$ cat src/rtl/lbp_pkg.sv
// Shared types and constants for the streaming LBP engine.
package lbp_pkg;

    typedef enum logic [2:0] {IDLE, PRIME, SHIFT, BORDER, DONE} state_t;

    localparam int unsigned B_TL = 0;
    localparam int unsigned B_T  = 1;
    localparam int unsigned B_TR = 2;
    localparam int unsigned B_L  = 3;
    localparam int unsigned B_R  = 4;
    localparam int unsigned B_BL = 5;
    localparam int unsigned B_B  = 6;
    localparam int unsigned B_BR = 7;

    function automatic int unsigned border_count(input int unsigned w, input int unsigned h);
        return 2 * w + 2 * (h - 2);
    endfunction

endpackage

$ cat src/rtl/lbp_window.sv
// 3x3 pixel window loaded one column at a time, plus the 8-way threshold compare.
module lbp_window
    import lbp_pkg::*;
#(
    parameter int DW = 8
) (
    input  logic          clk,
    input  logic          reset,
    input  logic          i_load,
    input  logic          i_shift,
    input  logic [1:0]    i_row,
    input  logic [DW-1:0] i_data,
    input  logic [DW-1:0] i_thr,
    output logic [7:0]    o_code
);

    // Indexed [column][row]; new pixels always land in column 2.
    logic [DW-1:0] r_win [3][3];
    logic [DW:0]   w_ref;
    logic [DW-1:0] w_nb [8];

    always_ff @(posedge clk) begin
        if (!reset) begin
            for (int unsigned c = 0; c < 3; c++) begin
                for (int unsigned r = 0; r < 3; r++) begin
                    r_win[c][r] <= '0;
                end
            end
        end else if (i_load) begin
            if (i_shift) begin
                r_win[0] <= r_win[1];
                r_win[1] <= r_win[2];
            end
            r_win[2][i_row] <= i_data;
        end
    end

    // Reference is one bit wider so center+thr overflow clears the bit.
    always_comb begin
        w_ref     = {1'b0, r_win[1][1]} + {1'b0, i_thr};
        w_nb[B_TL] = r_win[0][0];
        w_nb[B_T]  = r_win[1][0];
        w_nb[B_TR] = r_win[2][0];
        w_nb[B_L]  = r_win[0][1];
        w_nb[B_R]  = r_win[2][1];
        w_nb[B_BL] = r_win[0][2];
        w_nb[B_B]  = r_win[1][2];
        w_nb[B_BR] = r_win[2][2];
        o_code = '0;
        for (int unsigned i = 0; i < 8; i++) begin
            o_code[i] = ({1'b0, w_nb[i]} >= w_ref);
        end
    end

endmodule

$ cat src/rtl/lbp_stream.sv
// Streaming LBP engine: column-shifting window over a WxH image, then optional border clear.
module lbp_stream
    import lbp_pkg::*;
#(
    parameter int IMG_W        = 128,
    parameter int IMG_H        = 128,
    parameter int DW           = 8,
    parameter int AW           = $clog2(IMG_W * IMG_H),
    parameter int BORDER_WRITE = 1
) (
    input  logic          clk,
    input  logic          reset,
    input  logic          gray_ready,
    output logic [AW-1:0] gray_addr,
    output logic          gray_req,
    input  logic [DW-1:0] gray_data,
    input  logic [DW-1:0] thr,
    output logic [AW-1:0] lbp_addr,
    output logic          lbp_valid,
    output logic [7:0]    lbp_data,
    output logic          finish
);

    localparam int CW = $clog2(IMG_W);
    localparam int RW = $clog2(IMG_H);
    localparam logic [AW-1:0] A_W     = AW'(IMG_W);
    localparam logic [AW-1:0] A_W2    = AW'(2 * IMG_W);
    localparam logic [AW-1:0] A_BSTEP = AW'(IMG_W - 1);
    localparam logic [AW-1:0] A_LROW  = AW'((IMG_H - 1) * IMG_W);
    localparam logic [AW-1:0] A_BLAST = AW'(border_count(IMG_W, IMG_H) - 1);

    state_t        r_state, w_next;
    logic [RW-1:0] r_row;
    logic [CW-1:0] r_col;
    logic [AW-1:0] r_top;
    logic [1:0]    r_k, r_kc;
    logic          r_pend;
    logic [AW-1:0] r_lbp_addr;
    logic [AW-1:0] r_bcnt;
    logic          r_bside;
    logic [DW-1:0] r_thr;

    logic          w_rd, w_col_end, w_win_done, w_row_end, w_last_row, w_brow;
    logic [AW-1:0] w_row_ofs;
    logic [1:0]    w_col_ofs;
    logic [7:0]    w_code;

    lbp_window #(.DW(DW)) u_win (
        .clk     (clk),
        .reset   (reset),
        .i_load  (w_rd),
        .i_shift (r_k == 2'd0),
        .i_row   (r_k),
        .i_data  (gray_data),
        .i_thr   (r_thr),
        .o_code  (w_code)
    );

    always_comb begin
        w_rd       = ((r_state == PRIME) || (r_state == SHIFT)) && gray_ready;
        w_col_end  = w_rd && (r_k == 2'd2);
        w_win_done = w_col_end && ((r_state == SHIFT) || (r_kc == 2'd2));
        w_row_end  = w_win_done && (r_col == CW'(IMG_W - 2));
        w_last_row = (r_row == RW'(IMG_H - 2));
        w_brow     = (r_lbp_addr < A_W) || (r_lbp_addr >= A_LROW);
        w_row_ofs  = '0;
        case (r_k)
            2'd1:    w_row_ofs = A_W;
            2'd2:    w_row_ofs = A_W2;
            default: ;
        endcase
        w_col_ofs = (r_state == SHIFT) ? 2'd2 : r_kc;
    end

    always_ff @(posedge clk) begin
        if (!reset) r_state <= IDLE;
        else        r_state <= w_next;
    end

    always_comb begin
        w_next    = r_state;
        gray_req  = w_rd;
        gray_addr = '0;
        lbp_valid = r_pend || (r_state == BORDER);
        lbp_data  = r_pend ? w_code : '0;
        lbp_addr  = r_lbp_addr;
        finish    = 1'b0;
        case (r_state)
            IDLE: if (gray_ready) w_next = PRIME;
            PRIME, SHIFT: begin
                gray_addr = r_top + w_row_ofs + AW'(w_col_ofs);
                if (w_row_end) begin
                    if (!w_last_row)            w_next = PRIME;
                    else if (BORDER_WRITE != 0) w_next = BORDER;
                    else                        w_next = DONE;
                end else if (w_win_done) begin
                    w_next = SHIFT;
                end
            end
            BORDER: if (!r_pend && (r_bcnt == A_BLAST)) w_next = DONE;
            DONE: begin
                // Let the last pixel's write drain before pulsing finish.
                if (!r_pend) begin
                    finish = 1'b1;
                    w_next = IDLE;
                end
            end
            default: w_next = IDLE;
        endcase
    end

    always_ff @(posedge clk) begin
        if (!reset) begin
            r_row      <= '0;
            r_col      <= '0;
            r_top      <= '0;
            r_k        <= '0;
            r_kc       <= '0;
            r_pend     <= 1'b0;
            r_lbp_addr <= '0;
            r_bcnt     <= '0;
            r_bside    <= 1'b0;
            r_thr      <= '0;
        end else begin
            r_pend <= w_win_done;
            case (r_state)
                IDLE: if (gray_ready) begin
                    r_thr <= thr;
                    r_row <= RW'(1);
                    r_col <= CW'(1);
                    r_top <= '0;
                    r_k   <= '0;
                    r_kc  <= '0;
                end
                PRIME, SHIFT: if (w_rd) begin
                    r_k <= (r_k == 2'd2) ? 2'd0 : r_k + 2'd1;
                    if (w_col_end && (r_state == PRIME)) r_kc <= (r_kc == 2'd2) ? 2'd0 : r_kc + 2'd1;
                    if (w_win_done) begin
                        r_lbp_addr <= r_top + A_W + AW'(1);
                        if (!w_row_end) begin
                            r_col <= r_col + CW'(1);
                            r_top <= r_top + AW'(1);
                        end else if (!w_last_row) begin
                            r_row <= r_row + RW'(1);
                            r_col <= CW'(1);
                            r_top <= r_top + AW'(3);
                        end
                    end
                end
                BORDER: begin
                    // Interior rows alternate column 0 and column W-1.
                    if (r_pend) begin
                        r_lbp_addr <= '0;
                        r_bcnt     <= '0;
                        r_bside    <= 1'b0;
                    end else begin
                        r_bcnt <= r_bcnt + AW'(1);
                        if (w_brow || r_bside) begin
                            r_lbp_addr <= r_lbp_addr + AW'(1);
                            r_bside    <= 1'b0;
                        end else begin
                            r_lbp_addr <= r_lbp_addr + A_BSTEP;
                            r_bside    <= 1'b1;
                        end
                    end
                end
                default: ;
            endcase
        end
    end

endmodule

$ cat config.mk
export PLATFORM = sky130hd
export DESIGN_NAME = lbp_stream
export DESIGN_NICKNAME = d
export VERILOG_FILES = /design/src/rtl/lbp_pkg.sv /design/src/rtl/lbp_window.sv /design/src/rtl/lbp_stream.sv
export SDC_FILE = /design/constraint.sdc
export NUM_CORES = 1
export LEC_CHECK = 0
export BUFFER_PORTS_ARGS = -buffer_cell sky130_fd_sc_hd__buf_4
export CORE_AREA = 2 2 132 134
export CTS_BUF_LIST = sky130_fd_sc_hd__clkbuf_8 sky130_fd_sc_hd__clkbuf_16
export DETAILED_ROUTE_END_ITERATION = 16
export DIE_AREA = 0 0 134 136
export GPL_ROUTABILITY_DRIVEN = 0
export PLACE_DENSITY = 0.77
export SLEW_MARGIN = 5
export SYNTH_ARGS = -nofsm -noshare
export SYNTH_HDL_FRONTEND = slang
export SYNTH_HIERARCHICAL = 1
export SYNTH_SLANG_ARGS = --single-unit
$ cat constraint.sdc
create_clock -name clk -period 4.8 [get_ports clk]
set_clock_uncertainty 0.05 [all_clocks]
set_input_delay 1.2 -clock clk [delete_from_list [all_inputs] [get_ports clk]]
set_output_delay 1.2 -clock clk [all_outputs]
set_load 0.005 [all_outputs]
==> results.toml, run 1 <==
[synth]
ys_types = 77
synth_nets = 1104
synth_area_per_cell_um2 = 9.13
synth_edf_count = 72
async_flop_share_pct = 0
syn_area_um2 = 9130
syn_inst = 1000
yosys_register_bits = 145
ys_seq_area_share_pct = 39.7
synthFlopType = "dfxtp_1"
ys_warn_count = 6

[clock_network]
cts.root.buffer_cell = "clkbuf_16"
clkTransAtPathRegs_ns = 0.06
clk_latency_ns = 0.42
cts_tree = "yes"
cts_htree_levels = 4
cts_sinks = 145
clock_path_buffers = 2
cts_buffers = 17

[detailed_routing]
post-route-drc-count = 0
drtIter0Drc = 545
drtAntennaViolNets = 0
vias = 7629
totalWireLength_um = 21800
drt-pass1-iter-count = 5
drt-vias-per-instance = 5.90
wl_per_cell_um = 16.9

[grt]
grt_max_degree = 49
grt_pass1_wl_um = 34500
grt_usage_pct = 23.8
grt_pass1_vias = 7073
overflow = 0
antenna_found_initial = 0

[timing]
slew_viol_final = 0
layout_min_cycle_time_ns = 4.74
finalCritPeriodShare_pct = 98.7
setup-tns-final_ns = 0
maxSlewHeadroom_pct = 26.8
fmax_mhz = 211
setup_ws_ns = 0.0605
rsz0062_at_grt = "true"
setup_viol = 0
worstMarginPinSlew_ns = 1.09
holdWs_ns = 0.413
finalHoldViolations = 0

[pwr]
switchingPower_mw = 1.25
power.internal_mw = 2.62
swShare_pct = 32.3
pwr_density_cell_nw_per_um2 = 367
power_frac_comb_pct = 28.7
p_clk_share_pct = 33.3
power_frac_seq_pct = 38.0
p_leak_nw = 4.22
peakVddDrop_v = 0.000297

[worst_setup_path]
cp_slowest_cell = "edfxtp_1"
cp-start-kind = "flip-flop"
crit_path_end_kind = "output pin"
cpMostUsedCell = "ha_1"
cp.required_ns = 3.55
worstPathCellList = "ha_1 -> inv_1 -> fa_2 -> nand2b_4 -> nand2b_1 -> a211o_1 -> nand2_4 -> ha_1 -> o21ai_0 -> a21oi_1 -> o31ai_1 -> a311oi_2 -> and2_1 -> buf_4"
max_stage_delay_ns = 0.38
crit_arrival_ns = 3.49
cp_max_fo = 6
path_class = "flip-flop to output pin"

[placement]
port_buffers = 57
pre_cts_ws_ns = 0.0361
dp_hpwl_um = 14800

[job]
maxCapViolCount = 0

[final_layout]
area_growth_syn_to_layout_pct = 15.6
fillers = 1418
num_antenna_cells = 0
drive_gt1_share_pct = 13.6
nNetsFinal = 1160

[floorplanning]
core.rowCount = 48
start_util_pct = 54.1
ioPinCount = 58
die_w_um = 134
dieArea_um2 = 18200
die_height_um = 136
coreArea_um2 = 16900

[hold_path]
hold_class = "flip-flop to flip-flop"

[status]
status = "complete, no violations"
-- worst max-delay path, delay by kind of cell, from the launching register on --
kind                       cells  cell delay [ns]
and+or+nand+nor                4             0.58
buffers and inverters          2             0.20
DFF                            1             0.38
adders and majority gates      3             0.76
AOI/OAI and AO/OA              5             1.12
-- repair_timing --
action,in CTS,in global routing
gates resized for setup,16,15
cloned,0,0
hold buffers,0,0
buffers inserted,0,6
pin swaps,1,4
endpoints found under the setup margin,7,4
-- final timing paths --
check | start | end | slack, ns | depth (start not counted)
setup reg to reg | lbp_addr[7] | lbp_addr[12] | 1.57 | 11
setup / recovery | u_win/r_win[0][32] | lbp_data[6] | 0.06 | 14
hold / removal | r_thr[0] | r_thr[0] | 0.41 | 2
hold reg to reg | r_thr[0] | r_thr[0] | 0.41 | 2
-- cells in the final DEF, fill, tap and decap left out, drive strengths merged, types with 7 or more instances in the layout --
master,count
xnor2,19
a21o,10
nand2b,17
edfxtp,72
nor2b,10
o31ai,7
nand3,36
a211oi,10
nor3,19
dfxtp,73
or3,8
a31oi,11
and3,17
buf,75
o21ai,60
nor2,84
xor2,26
clkbuf,21
and2,86
inv,36
nor4,12
nand4,15
a21oi,70
o211ai,9
ha,81
nand2,88
nand3b,8
o21a,7
-- metal layers --
metal  GRT usage (%)  share of wire, %  wire [um]
met4            11.0               3.1        684
met2            40.3                48      10500
met1            29.9                43       9390
met5               0                 0          0
met3            4.06               5.6       1230
-- power by group through the flow --
| stage | clock [mW] | combinational (mW) | sequential (mW) |
|---|---|---|---|
| floorplan | 0 | 0.723 | 1.47 |
| global placement | 0 | 0.956 | 1.49 |
| detailed placement | 0 | 0.988 | 1.49 |
| CTS | 1.30 | 1.03 | 1.47 |
| global route | 1.36 | 1.23 | 1.48 |
| finish | 1.29 | 1.11 | 1.47 |
-- final cells by class --
cell class	instances	area, um^2	share of cell area [%]
Multi-Input combinational cell	786	5380	51.0
Clock inverter	11	68.8	0.653
Clock buffer	21	514	4.88
Sequential cell	145	3620	34.4
Inverter	31	116	1.10
Tap cell	225	282	2.67
Timing Repair Buffer	75	563	5.34
-- cells in the mapped netlist (6+ instances only) --
library cell	number	share of area (%)
nor2b_1	10	0.69
and2_1	86	5.9
nor4_1	12	0.82
o21ai_0	57	3.1
nor3_1	19	1.0
o31ai_1	6	0.49
inv_1	28	1.2
nor2_1	83	3.4
a21oi_1	70	3.8
o211ai_1	8	0.66
nand3_1	35	1.9
nand4_1	15	1.0
a21o_1	10	0.82
xnor2_1	19	1.8
and3_1	17	1.2
nand2_1	88	3.6
nand2b_1	17	1.2
or3_1	8	0.55
o21a_1	7	0.58
a31oi_1	11	0.75
dfxtp_1	73	16
xor2_1	26	2.5
clkbuf_1	28	1.2
edfxtp_1	72	24
ha_1	81	11
nand3b_1	8	0.66
a211oi_1	9	0.74
-- per-stage QoR --
step,instances,utilization (%),power [mW],area [um^2]
3_5_place_dp,1256,57.9,2.48,9760
4_1_cts,1288,61.8,3.80,10400
3_3_place_gp,1256,57.9,2.45,9760
2_1_floorplan,1000,-,2.19,9130
6_report,1294,62.5,3.87,10500
5_1_grt,1294,62.5,4.07,10500
-- cells by family (layout without fill, tap and decap cells) --
| family | Yosys count | in the layout | synth area share (%) |
|---|---|---|---|
| simple gates | 427 | 427 | 24.6 |
| compound gates | 228 | 228 | 16.2 |
| fa+ha+maj | 85 | 85 | 12.0 |
| buf+inv | 69 | 138 | 3.07 |
| xor+xnor | 45 | 45 | 4.32 |
| flops | 145 | 145 | 39.7 |
| mux | 1 | 1 | 0.110 |
-- sequential cells by signal, indices dropped and copies added (netlist names) --
| name | cells |
|---|---|
| lbp_addr | 14 |
| r_col | 7 |
| r_top | 14 |
| r_pend | 1 |
| r_k | 2 |
| r_kc | 2 |
| u_win/r_win | 72 |
| r_row | 7 |
| r_thr | 8 |
| r_bcnt | 14 |
| r_state | 3 |
| r_bside | 1 |
No activity file was read; power rests on OpenSTA's default activity.
==> inputs of run 2 (changes only) <==
Settings changed: CTS_BUF_LIST sky130_fd_sc_hd__clkbuf_8 sky130_fd_sc_hd__clkbuf_16 to sky130_fd_sc_hd__clkbuf_8.
==> run 2 against run 1 <==
Net effect: the run now ends with negative setup slack left; utilization shrank 0.62 points; sequential share of layout area grew 0.35 points; flip-flop and latch count is the same; final area shrank 1.0%; routed wire length shrank 1.1%; via count shrank 0.58%; cell count grew 0.46%; sequential power is essentially flat; die area is the same; maximum frequency shrank 1.6%; highest routed layer unchanged.
==> results.toml, run 2 (synthesized netlist as in run 1, its figures left out) <==
[floorplanning]
die_w_um = 134
ioPinCount = 58
start_util_pct = 54.1
die_height_um = 136
coreArea_um2 = 16900
core.rowCount = 48
dieArea_um2 = 18200

[final_layout]
multi_input_area_um2 = 5390
nNetsFinal = 1166
final_cell_mix = "86 x nand2_1, 86 x and2_1, 82 x nor2_1"
seq_area_um2 = 3620
largest_reg_flops = 72
num_antenna_cells = 0
area_growth_syn_to_layout_pct = 14.4
fillers = 1423
top_register = "u_win/r_win"
drive_gt1_share_pct = 14.1

[clock_network]
holdBufCountCts = 0
cts_sinks = 145
clock_path_buffers = 2
clk_latency_ns = 0.46
cts_tree = "yes"
clkTransAtPathRegs_ns = 0.08
cts_htree_levels = 4
cts_buffers = 17
cts.root.buffer_cell = "clkbuf_8"

[status]
violations = "negative setup slack"
status = "finished, violations left"

[hold_path]
hold_class = "flip-flop to flip-flop"
hp-start = "r_thr[0]"

[job]
maxCapViolCount = 0

[timing]
rsz0062_at_grt = "true"
setup_ws_ns = -0.0182
maxSlewHeadroom_pct = 27.4
finalHoldViolations = 0
slew_viol_final = 0
finalCritPeriodShare_pct = 100
setup-tns-final_ns = -0.0182
worstMarginPinSlew_ns = 1.09
setup_viol = 1
fmax_mhz = 208
layout_min_cycle_time_ns = 4.82

[detailed_routing]
post-route-drc-count = 0
totalWireLength_um = 21600
drt-vias-per-instance = 5.83
drtIter0Drc = 541
wl_per_cell_um = 16.6
drt-pass1-iter-count = 5
vias = 7585
drtAntennaViolNets = 0

[worst_setup_path]
worstPathCellList = "ha_1 -> a21o_1 -> nand2_1 -> a21oi_2 -> o41ai_2 -> xor2_1 -> buf_4 -> ha_1 -> nand3_1 -> a21boi_2 -> o2111a_1 -> o221ai_1 -> a311oi_2 -> and2_1 -> buf_4"
crit_arrival_ns = 3.57
path_class = "flip-flop to output pin"
cp-start-kind = "flip-flop"
crit_path_end_kind = "output pin"
endpoint = "lbp_data[6]"
reg2reg_from = "lbp_addr[7]"
ff2ff_setup_slack_ns = 1.55
cp.required_ns = 3.55
cp_max_fo = 6
r2r_end = "lbp_addr[12]"
max_stage_delay_ns = 0.42
startpoint = "u_win/r_win[0][33]"
rr_worst_depth = 11
cp_slowest_cell = "edfxtp_1"

[grt]
overflow = 0
antenna_found_initial = 0
grt_pass1_wl_um = 34100
grt_pass1_vias = 7045
grt_usage_pct = 23.5
grt_max_degree = 49

[pwr]
pwr_density_cell_nw_per_um2 = 344
p_leak_nw = 4.16
finalPower_mw = 3.59
peakVddDrop_v = 0.000208

[placement]
port_buffers = 57
dp_hpwl_um = 14800
pre_cts_ws_ns = 0.0361
[run 2: changes by cell type in the layout (fill, tap and decap cells not counted), moves of 3 or more]
cell,change
clkbuf_16,-20
bufinv_16,+3
clkbuf_8,+17
buf_4,+5
[run 2: final cells by class]
type,count,share of cell area (%)
clock buffers,18,2.37
clock inverters,14,1.52
inverters,31,1.11
multi-input cells,786,51.6
flip-flops and latches,145,34.7
well taps,225,2.70
repair buffers,81,5.94
[run 2: worst min path at each step]
stage                     cells past startpoint        to
after CTS                                     2  r_thr[0]
final                                         2  r_thr[0]
after global routing                          2  r_thr[0]
after detailed placement                      2  r_thr[0]
after global placement                        2  r_thr[0]
after floorplan                               2  r_thr[0]
[run 2: critical path, delay by kind of cell (launching register included)]
kind | cells | cell delay (ns)
compound gates | 7 | 1.34
xor+xnor | 1 | 0.11
fa+ha+maj | 2 | 0.60
buf+inv | 2 | 0.30
flops | 1 | 0.42
simple gates | 3 | 0.37
[run 2: routing by layer]
layer	part of all wire, %	wire [um]	track usage, %
met5	0	0	0
met4	3.0	646	10.5
met3	4.9	1060	3.84
met2	49	10500	39.8
met1	44	9400	29.8
[run 2: metrics by stage]
stage / utilization, % / cell area (um^2) / cells / hold slack [ns]
after floorplan: - / 9130 / 1000 / 0.391
after global placement: 57.9 / 9760 / 1256 / 0.405
after detailed placement: 57.9 / 9760 / 1256 / 0.409
after CTS: 60.8 / 10300 / 1291 / 0.420
after global routing: 61.9 / 10400 / 1300 / 0.433
final: 61.9 / 10400 / 1300 / 0.417
[run 2: power breakdown]
group          total [mW]  switching, mW  internal [mW]
sequential           1.47         0.0641           1.40
clock                1.00          0.477          0.527
combinational        1.12          0.656          0.460
total                3.59           1.20           2.39
[run 2: what timing repair did]
item	in CTS	in global routing
endpoints found under the setup margin	8	8
setup buffers	3	9
resized for setup	15	17
pin swaps	1	9
==> inputs of run 3 (changes only) <==
Settings changed: PLACE_DENSITY 0.77 to 0.73.
==> run 3 against run 2 <==
Net effect: the flow still finishes with violations (negative setup slack); final area up 0.83%; highest routed layer unchanged; largest cell class unchanged; total power up 2.3%; first-iteration DRC count down 13%; sequential power about the same; register-to-register slack about the same; critical path depth unchanged; cell count down 0.15%; clock power up 7%.
==> results.toml, run 3 (synthesized netlist as in run 1, its figures left out) <==
[grt]
overflow = 0
grt_pass1_wl_um = 33400
grt_pass1_vias = 6836
antenna_found_initial = 0
grt_usage_pct = 23.1
grt_max_degree = 49

[floorplanning]
die_w_um = 134
start_util_pct = 54.1
die_height_um = 136
coreArea_um2 = 16900
core.rowCount = 48
dieArea_um2 = 18200
ioPinCount = 58

[clock_network]
cts_buffers = 17
cts_sinks = 145
cts_htree_levels = 4
clkTransAtPathRegs_ns = 0.08
cts_tree = "yes"
clk_latency_ns = 0.45
holdBufCountCts = 0
cts.root.buffer_cell = "clkbuf_8"
clock_path_buffers = 2

[timing]
finalHoldViolations = 0
setup-tns-final_ns = -0.0147
setup_ws_ns = -0.0147
layout_min_cycle_time_ns = 4.81
holdWs_ns = 0.416
rsz0062_at_grt = "true"
worstMarginPinSlew_ns = 1.08
fmax_mhz = 208
setup_viol = 1
maxSlewHeadroom_pct = 27.6
finalCritPeriodShare_pct = 100
slew_viol_final = 0

[final_layout]
top_register = "u_win/r_win"
num_antenna_cells = 0
largest_reg_flops = 72
fin_cells = 1298
nNetsFinal = 1164
fin_util_pct = 62.4
drive_gt1_share_pct = 14.7
final_cell_mix = "86 x and2_1, 85 x nand2_1, 80 x nor2_1"
fillers = 1421
final_common_cell = "and2_1"
area_growth_syn_to_layout_pct = 15.4

[job]
maxCapViolCount = 0

[worst_setup_path]
cp_slowest_cell = "edfxtp_1"
max_stage_delay_ns = 0.41
startpoint = "u_win/r_win[0][33]"
crit_path_end_kind = "output pin"
worstPathCellList = "ha_1 -> a21o_1 -> nand2_1 -> a21oi_2 -> o41ai_2 -> xor2_1 -> buf_4 -> ha_4 -> nand4_1 -> a31oi_1 -> o31a_1 -> o311ai_2 -> a31oi_1 -> and2_1 -> buf_4"
cp-start-kind = "flip-flop"
cp.required_ns = 3.55
cp_max_fo = 5
reg2reg_from = "lbp_addr[7]"
crit_arrival_ns = 3.56
path_class = "flip-flop to output pin"
cp_num_buf_inv = 2
cp_top_family = "compound AO/OA/AOI/OAI gates"

[placement]
pre_cts_ws_ns = 0.0887
dp.cells = 1258
dp_hpwl_um = 14400
port_buffers = 57

[detailed_routing]
drtIter0Drc = 468
post-route-drc-count = 0
totalWireLength_um = 21100
drtAntennaViolNets = 0
drt-vias-per-instance = 5.79
drt-pass1-iter-count = 5
wl_per_cell_um = 16.2
vias = 7521

[pwr]
p_leak_nw = 4.15
peakVddDrop_v = 0.000162
pwr_density_cell_nw_per_um2 = 349

[hold_path]
hp-start = "r_thr[0]"
hold_class = "flip-flop to flip-flop"

[status]
violations = "negative setup slack"
status = "finished, violations left"
## run 3: changes by cell type in the layout (fill, tap and decap cells not counted), moves of 2 or more
cell,change
ha_4,+5
buf_4,-3
clkinvlp_4,+3
ha_1,-3
inv_4,-3
clkinv_4,+2
ha_2,-2
inv_6,-2
nor2_1,-2
## run 3: area by class of cell
| class | count | area, um^2 | area share, % |
|---|---|---|---|
| sequential | 145 | 3620 | 34.4 |
| multi-input combinational | 786 | 5450 | 51.8 |
| inverter | 31 | 116 | 1.11 |
| timing repair buffer | 79 | 609 | 5.79 |
| clock inverter | 13 | 184 | 1.75 |
| clock buffer | 19 | 262 | 2.48 |
| tap | 225 | 282 | 2.67 |
## run 3: what timing repair did
| item | 4_1_cts | 5_1_grt |
|---|---|---|
| setup buffers | 0 | 8 |
| pin swaps | 1 | 31 |
| endpoints found under the hold margin | 0 | 0 |
| cloned | 0 | 0 |
| resized for setup | 7 | 33 |
| setup endpoints to repair | 6 | 7 |
## run 3: worst paths after layout
check	end	slack, ns	cells past startpoint
max reg2reg	lbp_addr[10]	1.54	11
min	r_thr[0]	0.42	2
max	lbp_data[5]	-0.01	15
min reg2reg	r_thr[0]	0.42	2
## run 3: layer usage
layer | routed length, um | GRT usage (%) | up-vias
met5 | 0 | 0 | -
met3 | 706 | 3.24 | 36
li1 | - | - | 3757
met2 | 10300 | 39.5 | 173
met1 | 9540 | 29.9 | 3555
met4 | 484 | 8.33 | 0
## run 3: where the power goes
group          switching [mW]  internal, mW
combinational           0.666         0.471
sequential             0.0585          1.40
clock                   0.478         0.594
total                    1.20          2.47
## run 3: worst reg2reg max path, delay by kind of cell (launching register included)
family / cells / cell delay, ns
buf+inv: 1 / 0.17
flops: 1 / 0.40
compound gates: 2 / 0.51
xor+xnor: 1 / 0.15
fa+ha+maj: 1 / 0.33
simple gates: 6 / 1.55
## run 3: through the flow
stage | total power, mW | cell area [um^2]
4_1_cts | 3.56 | 10300
3_3_place_gp | 2.45 | 9780
5_1_grt | 3.87 | 10500
6_report | 3.67 | 10500
2_1_floorplan | 2.19 | 9130
3_5_place_dp | 2.48 | 9780
